==> src/rtl/shift_bus_master.sv <==
// -----------------------------------------------------------------------------
// shift_bus_master
//
// Drives a register-mapped shift peripheral through one complete transaction
// per accepted start: write the config word, write the operand, poll the
// status register until its done flag is set (or give up), read back the
// result, then report completion.
//
// Ports
//   clk          single clock, everything on the rising edge
//   reset        synchronous, active-low
//   start        one-cycle request, looked at only while idle
//   dir          0 = shift left, 1 = shift right (captured with start)
//   amount       shift count 0..15 (captured with start)
//   operand      value to shift (captured with start)
//   busy         high while a transaction is on the bus
//   done         one-cycle pulse, result is valid
//   error        one-cycle pulse, status poll timed out, result untouched
//   result       last value read back from the peripheral
//   bus_cs       peripheral chip select
//   bus_we       peripheral write enable, only ever high together with bus_cs
//   bus_reg_sel  00 config, 01 operand, 10 result, 11 status
//   bus_wdata    write data, zero whenever no write is in progress
//   bus_rdata    peripheral read data; status done flag is bit 0
//   state_dbg    current FSM state, for observation only
//
// Handshake: start is a single-cycle request that is accepted only in IDLE;
// a start seen in any other state is dropped, nothing is queued. Each
// accepted start produces exactly one single-cycle done or error pulse (never
// both), unless reset intervenes, in which case neither is produced.
// -----------------------------------------------------------------------------
module shift_bus_master #(
    parameter int DW      = 16,
    parameter int TIMEOUT = 32
) (
    input  logic          clk,
    input  logic          reset,
    input  logic          start,
    input  logic          dir,
    input  logic [3:0]    amount,
    input  logic [DW-1:0] operand,
    output logic          busy,
    output logic          done,
    output logic          error,
    output logic [DW-1:0] result,
    output logic          bus_cs,
    output logic          bus_we,
    output logic [1:0]    bus_reg_sel,
    output logic [DW-1:0] bus_wdata,
    input  logic [DW-1:0] bus_rdata,
    output logic [2:0]    state_dbg
);

    typedef enum logic [2:0] {
        IDLE   = 3'd0,
        WR_CFG = 3'd1,
        WR_OPR = 3'd2,
        POLL   = 3'd3,
        RD_RES = 3'd4,
        FIN    = 3'd5
    } state_t;

    localparam logic [1:0] SEL_CFG    = 2'b00;
    localparam logic [1:0] SEL_OPR    = 2'b01;
    localparam logic [1:0] SEL_RES    = 2'b10;
    localparam logic [1:0] SEL_STATUS = 2'b11;

    // Counter value seen on the last permitted POLL cycle.
    localparam logic [7:0] POLL_LAST = 8'(TIMEOUT - 1);

    state_t        state;
    state_t        state_next;

    logic          cmd_dir;
    logic [3:0]    cmd_amount;
    logic [DW-1:0] cmd_operand;
    logic [7:0]    poll_cnt;
    logic          timed_out;
    logic [DW-1:0] cfg_word;

    wire status_ready = bus_rdata[0];
    wire poll_expired = (poll_cnt == POLL_LAST);

    assign state_dbg = state;

    // Config register layout: direction at bit 8, shift count at bits 3:0.
    always_comb begin
        cfg_word        = '0;
        cfg_word[8]     = cmd_dir;
        cfg_word[3:0]   = cmd_amount;
    end

    // -------------------------------------------------------------------------
    // State register and datapath registers
    // -------------------------------------------------------------------------
    always_ff @(posedge clk) begin
        if (!reset) begin
            state       <= IDLE;
            cmd_dir     <= 1'b0;
            cmd_amount  <= '0;
            cmd_operand <= '0;
            poll_cnt    <= '0;
            timed_out   <= 1'b0;
            result      <= '0;
        end else begin
            state <= state_next;
            case (state)
                IDLE: begin
                    // Command registers are loaded only here, so input
                    // activity during a transaction cannot disturb them.
                    if (start) begin
                        cmd_dir     <= dir;
                        cmd_amount  <= amount;
                        cmd_operand <= operand;
                        timed_out   <= 1'b0;
                    end
                end
                WR_OPR: begin
                    poll_cnt <= '0;
                end
                POLL: begin
                    if (!status_ready) begin
                        if (poll_expired) begin
                            timed_out <= 1'b1;
                        end else begin
                            poll_cnt <= poll_cnt + 8'd1;
                        end
                    end
                end
                RD_RES: begin
                    result <= bus_rdata;
                end
                default: begin
                end
            endcase
        end
    end

    // -------------------------------------------------------------------------
    // Next state
    // -------------------------------------------------------------------------
    always_comb begin
        state_next = state;
        case (state)
            IDLE:    if (start) state_next = WR_CFG;
            WR_CFG:  state_next = WR_OPR;
            WR_OPR:  state_next = POLL;
            POLL: begin
                if (status_ready) begin
                    state_next = RD_RES;
                end else if (poll_expired) begin
                    state_next = FIN;
                end
            end
            RD_RES:  state_next = FIN;
            FIN:     state_next = IDLE;
            default: state_next = IDLE;
        endcase
    end

    // -------------------------------------------------------------------------
    // Outputs, decoded from the current state only
    // -------------------------------------------------------------------------
    always_comb begin
        busy        = 1'b0;
        done        = 1'b0;
        error       = 1'b0;
        bus_cs      = 1'b0;
        bus_we      = 1'b0;
        bus_reg_sel = SEL_CFG;
        bus_wdata   = '0;
        case (state)
            WR_CFG: begin
                busy        = 1'b1;
                bus_cs      = 1'b1;
                bus_we      = 1'b1;
                bus_reg_sel = SEL_CFG;
                bus_wdata   = cfg_word;
            end
            WR_OPR: begin
                busy        = 1'b1;
                bus_cs      = 1'b1;
                bus_we      = 1'b1;
                bus_reg_sel = SEL_OPR;
                bus_wdata   = cmd_operand;
            end
            POLL: begin
                busy        = 1'b1;
                bus_cs      = 1'b1;
                bus_reg_sel = SEL_STATUS;
            end
            RD_RES: begin
                busy        = 1'b1;
                bus_cs      = 1'b1;
                bus_reg_sel = SEL_RES;
            end
            FIN: begin
                done  = !timed_out;
                error = timed_out;
            end
            default: begin
            end
        endcase
    end

endmodule

==> config.mk <==
export PLATFORM = sky130hd
export DESIGN_NAME = shift_bus_master
export DESIGN_NICKNAME = d
export VERILOG_FILES = /design/src/rtl/shift_bus_master.sv
export SDC_FILE = /design/constraint.sdc
export NUM_CORES = 1
export LEC_CHECK = 0
export CORE_UTILIZATION = 43
export DETAILED_ROUTE_END_ITERATION = 7
export PLACE_DENSITY = 0.8
export SLEW_MARGIN = 20
export SYNTH_ARGS = -nofsm -noshare
export SYNTH_HDL_FRONTEND = slang
export SYNTH_SLANG_ARGS = --single-unit
==> constraint.sdc <==
create_clock -name clk -period 2 [get_ports clk]
set_input_delay 0.5 -clock clk [delete_from_list [all_inputs] [get_ports clk]]
set_output_delay 0.5 -clock clk [all_outputs]
set_load 0.01 [all_outputs]
## Word-level counts from Yosys, hierarchy flattened

Cells that the tools add are included.

- Eq/ne operators: 11
- Add/subtract/negate cells: 1
- Reductions and logical operators: 10
- Multiplexer cells: 17

Operators by type and width:

| kind | number |
|---|---|
| $pmux W16 S2 | 1 |
| $mux W8 | 2 |
| $pmux W8 S2 | 1 |
| $pmux W3 S5 | 1 |
| $mux W3 | 3 |
| $add A8 B1 Y8 const B | 1 |
| $eq A8 B5 Y1 const B | 1 |
| $ne A2 B2 Y1 const B | 4 |
| $mux W1 | 7 |
| $eq A3 B2 Y1 const B | 2 |
| $eq A3 B3 Y1 const B | 2 |
| $pmux W2 S3 | 1 |
| $reduce_and A2 Y1 | 2 |
| $reduce_and A4 Y1 | 1 |
| $reduce_bool A2 Y1 | 2 |
| $reduce_or A4 Y1 | 1 |
| $eq A3 B1 Y1 const B | 1 |
| $logic_not A3 Y1 | 1 |
| $ne A3 B3 Y1 const B | 1 |
| $reduce_and A3 Y1 | 1 |
| $pmux W1 S2 | 1 |
| $reduce_or A2 Y1 | 1 |
| $logic_not A1 Y1 | 1 |

- Output and inout port bits: 42
- Logic and storage cells: 46
- Register bits after elaboration: 49
- Input port bits: 40

## Logic depth before layout (Yosys ltp)

Gate-level depths: netlist (run 1).

- Word-level depth: 4
- Depth in mapped cells: 6
- Mapped depth without buffers: 5

## Least setup slack after synthesis (run 1)

No wires, ideal clock.

- Kind: reg2out
- Start: register state[1], in the netlist state_dbg[1]
- End: output bus_wdata[10]
- Slack: 76 ps
- Arrival: 1,424 ps
- Required time: 1,500 ps
- Cell stages (with the launch flop): 5
- Path through: dfxtp_1 -> nor2b_1 -> nor2b_1 -> clkbuf_1 -> and2_1

- Cells in the longest elaborated chain, start to end: 2
- Elaborated cells on any way between the ends: 3
- Classes of those cells: eq/ne: 2; mux: 1

Ends and longest elaborated chain:

| what | line | source |
|---|---|---|
| from (decl) | 71 | `state_t state;` |
| from (signal assigned) | 106 | `state <= state_next;` |
| $eq A3 B2 Y1 / $eq A3 B1 Y1 (equally long branches) | 172 | `case (state)` |
| $pmux W16 S2 (*) | 172 |  |
| to (decl) | 49 | `output logic [DW-1:0] bus_wdata,` |

Mark *: on every way between the ends. The rest lies on a longest branch, timed or not.

## Final worst setup path (run 1)

- Start: register state[0], in the netlist state_dbg[0]
- End: output bus_wdata[7]

The elaborated chain is that of the path after synthesis.

==> flow_summary_export.csv, run 1 <==
group,metric,value,unit
outcome,run_status,"finished, final reports clean",
routing,vias,2177,
routing,dr.pass1.iters,7,
yosys,synth_fa_ha_area_share,0.612,%
pwr,max-vdd-ir-drop,0.498,mV
yosys,yosys.area.top_type,"dfxtp_1",
place,dp_cells,399,
critical_path,crit_start,"state_dbg[0]$_SDFFE_PN0P_",
routing,ant_nets,0,
final_layout,num-nets-final,398,
sta,hold_ws,0.453,ns
die,fp.dieArea,0.00503,mm^2
routing,drc,0,
place,hpwl,4120,um
place,pre_cts_slack,-0.0175,ns
cts,clockBufferDepth,2,
sta,setup_ws,0.0558,ns
yosys,netlist_area,0.00204,mm^2
yosys,synth_top_area_share,48.0,%
cts,cts_tree,"done",
sta,report.final.slew_viol_count,0,
critical_path,crit_buf_inv,2,
cts,hold_buffers,0,
yosys,synthesis.nets,304,
critical_path,r2r_cells,5,
yosys,synth_cells,263,
yosys,yosysSeqAreaShare,48.0,%
yosys,synth-simple-area-share,28.4,%
hold_path,hold_depth,2,
cts,clkTransAtPathRegs,0.09,ns
final_layout,fin_util,69.7,%
global_route,gr-usage-all-layers,23.5,%
global_route,overflow,0,
yosys,synthArstFlopShare,0,%
final_layout,most-common-layout-cells,"nand2_1, clkdlybuf4s50_1, dfxtp_1, a21oi_1, buf_4",
critical_path,crit_family,"simple AND/OR/NAND/NOR gates",
die,die_x,70.9,um
yosys,yosysWarnings,0,
yosys,synth_area_leaders,"dfxtp_1, nand2_1, a21oi_1, and2_1, clkbuf_1",
sta,tns,0,ns
yosys,synth.avg_cell_area,7.77,um^2
yosys,synth_top_family_by_area,"simple AND/OR/NAND/NOR gates",
hold_path,hold_end,"cmd_operand[7]$_SDFFE_PN0P_",
sta,fin_crit,1.94,ns
routing,top_layer,"met4",
global_route,grt_pass1_wl,9330,um
hold_path,worstHoldStart,"cmd_operand[7]$_SDFFE_PN0P_",
hold_path,holdCritPathClass,"flip-flop to flip-flop",
routing,routedLengthMet1,2510,um
yosys,ys_seq_elements,49,
pwr,power.total,2.12,mW
final_layout,final_cell_area,0.00312,mm^2
sta,setup_violations,0,
critical_path,reg2reg_from,"poll_cnt[0]$_SDFFE_PN0P_",
routing,vias_per_cell,5.31,
cts,numClockSinks,49,
place,portBuffers,81,
critical_path,critPathMostFrequentCell,"nor2b_4",
sta,worst_pin_slew,0.558,ns
yosys,synthXorXnorAreaFrac,0.857,%
routing,drtIter0Drc,99,
routing,route.met2.wl,2840,um
run,maxCapViolCount,0,
critical_path,slowest_delay,0.37,ns
die,std_cell_rows,24,
die,core,0.00447,mm^2
final_layout,drive_gt1_share,14.2,%
final_layout,fin_cells,410,
cts,cts.htree.levels,2,
routing,wl_per_cell,14.1,um
yosys,synthMuxAreaShare,0,%
critical_path,r2r_slack,0.26,ns
sta,layout_worst_path_cycle_share,97.2,%
yosys,synth_cell_type_count,35,
sta,fmax,0.514,GHz
cts,clock_latency,0.31,ns
global_route,grt_pass1_vias,2043,
cts,cts-root-buf,"clkbuf_8",
pwr,leakagePower,1.23,nW
die,start_util,45.7,%
pwr,p_per_area,679,mW/mm^2
cts,cts_made_buffers,5,
global_route,grt_start_max_net_pins,23,
yosys,synth_flop_cell,"dfxtp_1",
final_layout,layout.cells.most_common,"nand2_1",
critical_path,path_class,"flip-flop to output pin",
critical_path,cp-start-kind,"flip-flop",
final_layout,area_growth,52.7,%
die,die_y,70.9,um
final_layout,antenna_cells,0,
sta,worst_clock_skew,0.00854,ns
critical_path,cp.required,1.50,ns
sta,slew_headroom,62.8,%
place,place_congestion,0.836,
place,place_area,0.00300,mm^2
sta,rsz0062_at_grt,"true",
global_route,antenna_found_initial,0,
yosys,synth-compound-area-share,18.2,%
routing,dr_wl_met3,269,um
yosys,synth_edf_count,0,
routing,routed_wirelength,5780,um
critical_path,critical_path.slowest_cell,"dfxtp_4",
critical_path,path_max_fanout,6,
critical_path,path_cells,"nor2b_4 -> nor2b_4 -> buf_6 -> and2_1 -> clkdlybuf4s15_1",
die,io_pins,82,
critical_path,cp-end-kind,"output pin",
sta,hold_viol_final,0,
critical_path,timing.rr.end,"poll_cnt[7]$_SDFFE_PN0P_",
critical_path,crit_arrival,1.44,ns
flip-flops by register name, summed over array words and instances (netlist names):
signal and count:
cmd_operand 16, result 16, poll_cnt 8, cmd_amount 4, state_dbg 3, cmd_dir 1
timed_out 1
synthesized netlist by cell type (2+ instances only):
| master | n |
|---|---|
| dfxtp_1 | 49 |
| or3_1 | 5 |
| nand4_1 | 2 |
| clkbuf_1 | 13 |
| o31ai_1 | 2 |
| and2_1 | 12 |
| or4_1 | 2 |
| nand2_1 | 79 |
| nand2b_1 | 3 |
| o21ai_0 | 4 |
| nand3b_1 | 2 |
| a22oi_1 | 5 |
| nor4_1 | 2 |
| o21a_1 | 2 |
| nor2b_1 | 2 |
| inv_1 | 5 |
| nand3_1 | 3 |
| a21oi_1 | 45 |
| nor2_1 | 10 |
worst reg2reg max path, cell delays in order, from the launching register on:
cell and delay [ns]:
dfxtp_1 0.34, ha_1 0.24, nand4_1 0.21, o221ai_2 0.23
or4_1 0.51, a21oi_1 0.15
area by class of cell:
cell class / count / area [um^2]
sequential: 49 / 990
timing repair buffer: 102 / 933
fill: 382 / 1360
clock inverter: 1 / 5.00
tap: 52 / 65.1
clock buffer: 7 / 96.3
multi-input combinational: 194 / 1010
inverter: 5 / 18.8
logic make-up (layout without fill, tap and decap cells):
family / count (synthesis) / count (layout)
adder cells (fa/ha/maj): 1 / 1
buffers and inverters: 20 / 115
AO/OA/AOI/OAI: 64 / 64
flip-flops: 49 / 49
AND/OR/NAND/NOR: 127 / 127
XOR/XNOR: 2 / 2
worst max path at each step:
stage	cells past startpoint	end	slack [ns]
3_5_place_dp	5	bus_wdata[13]	-0.02
6_report	5	bus_wdata[7]	0.06
5_1_grt	6	bus_wdata[3]	-0.007
2_1_floorplan	4	bus_wdata[10]	0.08
4_1_cts	5	bus_reg_sel[1]	-0.15
3_3_place_gp	5	bus_wdata[13]	0.06
where the power goes:
part           switching [mW]  total (mW)  internal, mW
Clock                   0.324       0.637         0.313
Sequential             0.0288        1.05          1.02
Combinational           0.207       0.432         0.226
per-layer routing:
metal / up-vias / GRT usage, %
met5: - / 0
met4: 0 / 9.56
met3: 13 / 4.27
met2: 65 / 39.6
met1: 1026 / 29.7
li1: 1073 / -
timing repair:
action	CTS	global route
gates cloned	1	0
endpoints found under the setup margin	24	20
gates resized for setup	46	31
setup buffers	1	1
Note: power is estimated with default switching activity, not from simulation.
==> inputs of run 2 (changes only) <==
--- a/config.mk
+++ b/config.mk
@@ -5,10 +5,11 @@
 export SDC_FILE = /design/constraint.sdc
 export NUM_CORES = 1
 export LEC_CHECK = 0
-export CORE_UTILIZATION = 43
+export CORE_UTILIZATION = 44
+export CTS_BUF_LIST = sky130_fd_sc_hd__clkbuf_2
 export DETAILED_ROUTE_END_ITERATION = 7
-export PLACE_DENSITY = 0.8
-export SLEW_MARGIN = 20
+export GPL_ROUTABILITY_DRIVEN = 0
+export PLACE_DENSITY = 0.81
 export SYNTH_ARGS = -nofsm -noshare
 export SYNTH_HDL_FRONTEND = slang
 export SYNTH_SLANG_ARGS = --single-unit
==> flow_summary_export.csv, run 2 (synthesis results as in run 1) <==
group,metric,value,unit
final_layout,nFillCells,355,
sta,worst_pin_slew,0.425,ns
routing,drtIter0Drc,133,
final_layout,antenna_cells,0,
pwr,p_int,1.36,mW
routing,ant_nets,0,
run,maxCapViolCount,0,
cts,clockBufferDepth,2,
final_layout,final_cell_area,0.00318,mm^2
critical_path,path_cells,"buf_6 -> nor2b_4 -> nor2b_4 -> buf_6 -> and2_4 -> buf_6",
cts,cts.htree.levels,2,
routing,vias,2167,
sta,fin_crit,2.10,ns
routing,wl_per_cell,13.9,um
pwr,p_per_area,605,mW/mm^2
final_layout,area_growth,55.8,%
pwr,pwr-share-clk,21.0,%
die,core,0.00441,mm^2
final_layout,layout.cells.most_common,"nand2_1",
place,hpwl,3810,um
sta,slew_headroom,70.9,%
pwr,power_frac_seq,54.6,%
routing,drc,0,
final_layout,multi_input_area,0.00109,mm^2
cts,cts-root-buf,"clkbuf_2",
critical_path,cp-end-kind,"output pin",
global_route,antenna_found_initial,0,
pwr,pwr-share-comb,24.4,%
pwr,power.total,1.93,mW
outcome,run_status,"finished, violations left",
final_layout,fin_cells,415,
global_route,grt_pass1_vias,1967,
sta,setup_violations,19,
place,place_area,0.00301,mm^2
sta,setup_ws,-0.0950,ns
sta,hold_viol_final,0,
pwr,leakagePower,1.26,nW
routing,routed_wirelength,5750,um
final_layout,drive_gt1_share,24.0,%
place,dp_cells,400,
die,die_x,70.1,um
hold_path,holdCritPathClass,"flip-flop to flip-flop",
cts,clock_latency,0.44,ns
global_route,grt_pass1_wl,9170,um
pwr,netSwitchingFraction,29.6,%
final_layout,num-nets-final,403,
place,portBuffers,81,
cts,cts_made_buffers,5,
critical_path,cp-start-kind,"flip-flop",
critical_path,critPathMostFrequentCell,"buf_6",
critical_path,crit_arrival,1.60,ns
sta,layout_worst_path_cycle_share,105,%
die,std_cell_rows,24,
global_route,grt_start_max_net_pins,28,
pwr,max-vdd-ir-drop,0.466,mV
critical_path,critical_path.slowest_cell,"dfxtp_2",
critical_path,cp.required,1.50,ns
critical_path,slowest_delay,0.38,ns
final_layout,reg_top3,"cmd_operand x16, result x16, poll_cnt x8",
global_route,gr-usage-all-layers,23.1,%
global_route,overflow,0,
critical_path,path_class,"flip-flop to output pin",
die,die_y,70.1,um
cts,clkTransAtPathRegs,0.23,ns
die,io_pins,82,
sta,worst_clock_skew,0.0193,ns
outcome,violations,"negative setup slack",
routing,vias_per_cell,5.22,
pwr,p_sw,0.569,mW
sta,report.final.slew_viol_count,0,
cts,numClockSinks,49,
critical_path,path_max_fanout,7,
sta,fmax,0.477,GHz
cts,cts_tree,"done",
sta,rsz0062_at_grt,"true",
die,fp.dieArea,0.00492,mm^2
final_layout,most-common-layout-cells,"nand2_1, clkdlybuf4s50_1, dfxtp_1, a21oi_1, buf_4",
routing,dr.pass1.iters,4,
die,start_util,46.3,%
final_layout,seq_area,987,um^2
place,pre_cts_slack,-0.0184,ns
==> run 2: changes by cell type in the layout (fill, tap and decap cells not counted), moves of 2 or more <==
cell / change
buf_4: +6
a22oi_2: +4
clkdlybuf4s50_1: -3
buf_6: +12
nand2_1: -2
and2_4: +10
nand2_2: +2
and2_1: -10
buf_2: +3
a22oi_1: -4
clkbuf_8: -7
clkdlybuf4s15_1: -6
==> run 2: critical path: cells and delay by family (launching register included) <==
family | cells | cell delay (ns)
buffers and inverters | 3 | 0.35
flip-flops | 1 | 0.38
AND/OR/NAND/NOR | 3 | 0.43
==> run 2: path summary, 6_finish.rpt <==
kind	from	endpoint	slack [ns]	depth (start not counted)
worst max-delay path	state_dbg[0]$_SDFFE_PN0P_	bus_wdata[13]	-0.1	6
worst min-delay path	result[5]$_SDFFE_PN0P_	result[5]$_SDFFE_PN0P_	0.47	2
worst max register to register	poll_cnt[0]$_SDFFE_PN0P_	poll_cnt[7]$_SDFFE_PN0P_	0.22	5
worst min register to register	result[5]$_SDFFE_PN0P_	result[5]$_SDFFE_PN0P_	0.47	2
==> run 2: timing repair <==
action,CTS,global route
pin swaps,14,5
buffers inserted,4,3
setup endpoints to repair,26,23
gates resized for setup,132,13
hold buffers,0,0
gates cloned,1,0
==> run 2: routing by layer <==
metal / up-vias / global-route usage, % / wire length, um
met4: 0 / 7.33 / 84
met2: 57 / 39.5 / 2880
met1: 1014 / 29.2 / 2540
met5: - / 0 / 0
met3: 12 / 4.47 / 246
li1: 1084 / - / -
==> run 2: area by class of cell <==
class,count,area share (%)
inverter,5,0.668
tap,52,2.04
sequential,49,31.0
timing repair buffer,107,30.9
multi-input combinational,194,34.1
clock buffer,6,0.943
clock inverter,2,0.314
==> run 2: power groups by stage <==
stage / clock (mW) / sequential [mW] / combinational, mW
3_3_place_gp: 0 / 1.06 / 0.409
5_1_grt: 0.458 / 1.06 / 0.506
4_1_cts: 0.408 / 1.05 / 0.439
6_report: 0.404 / 1.05 / 0.469
2_1_floorplan: 0 / 1.07 / 0.179
3_5_place_dp: 0 / 1.07 / 0.417
==> run 2: through the flow <==
stage	setup TNS, ns	util (%)	hold slack, ns
2_1_floorplan	0	-	0.432
3_3_place_gp	0	68.1	0.440
3_5_place_dp	-0.0637	68.1	0.445
4_1_cts	-1.08	70.7	0.471
5_1_grt	-2.94	72.1	0.496
6_report	-1.28	72.1	0.468
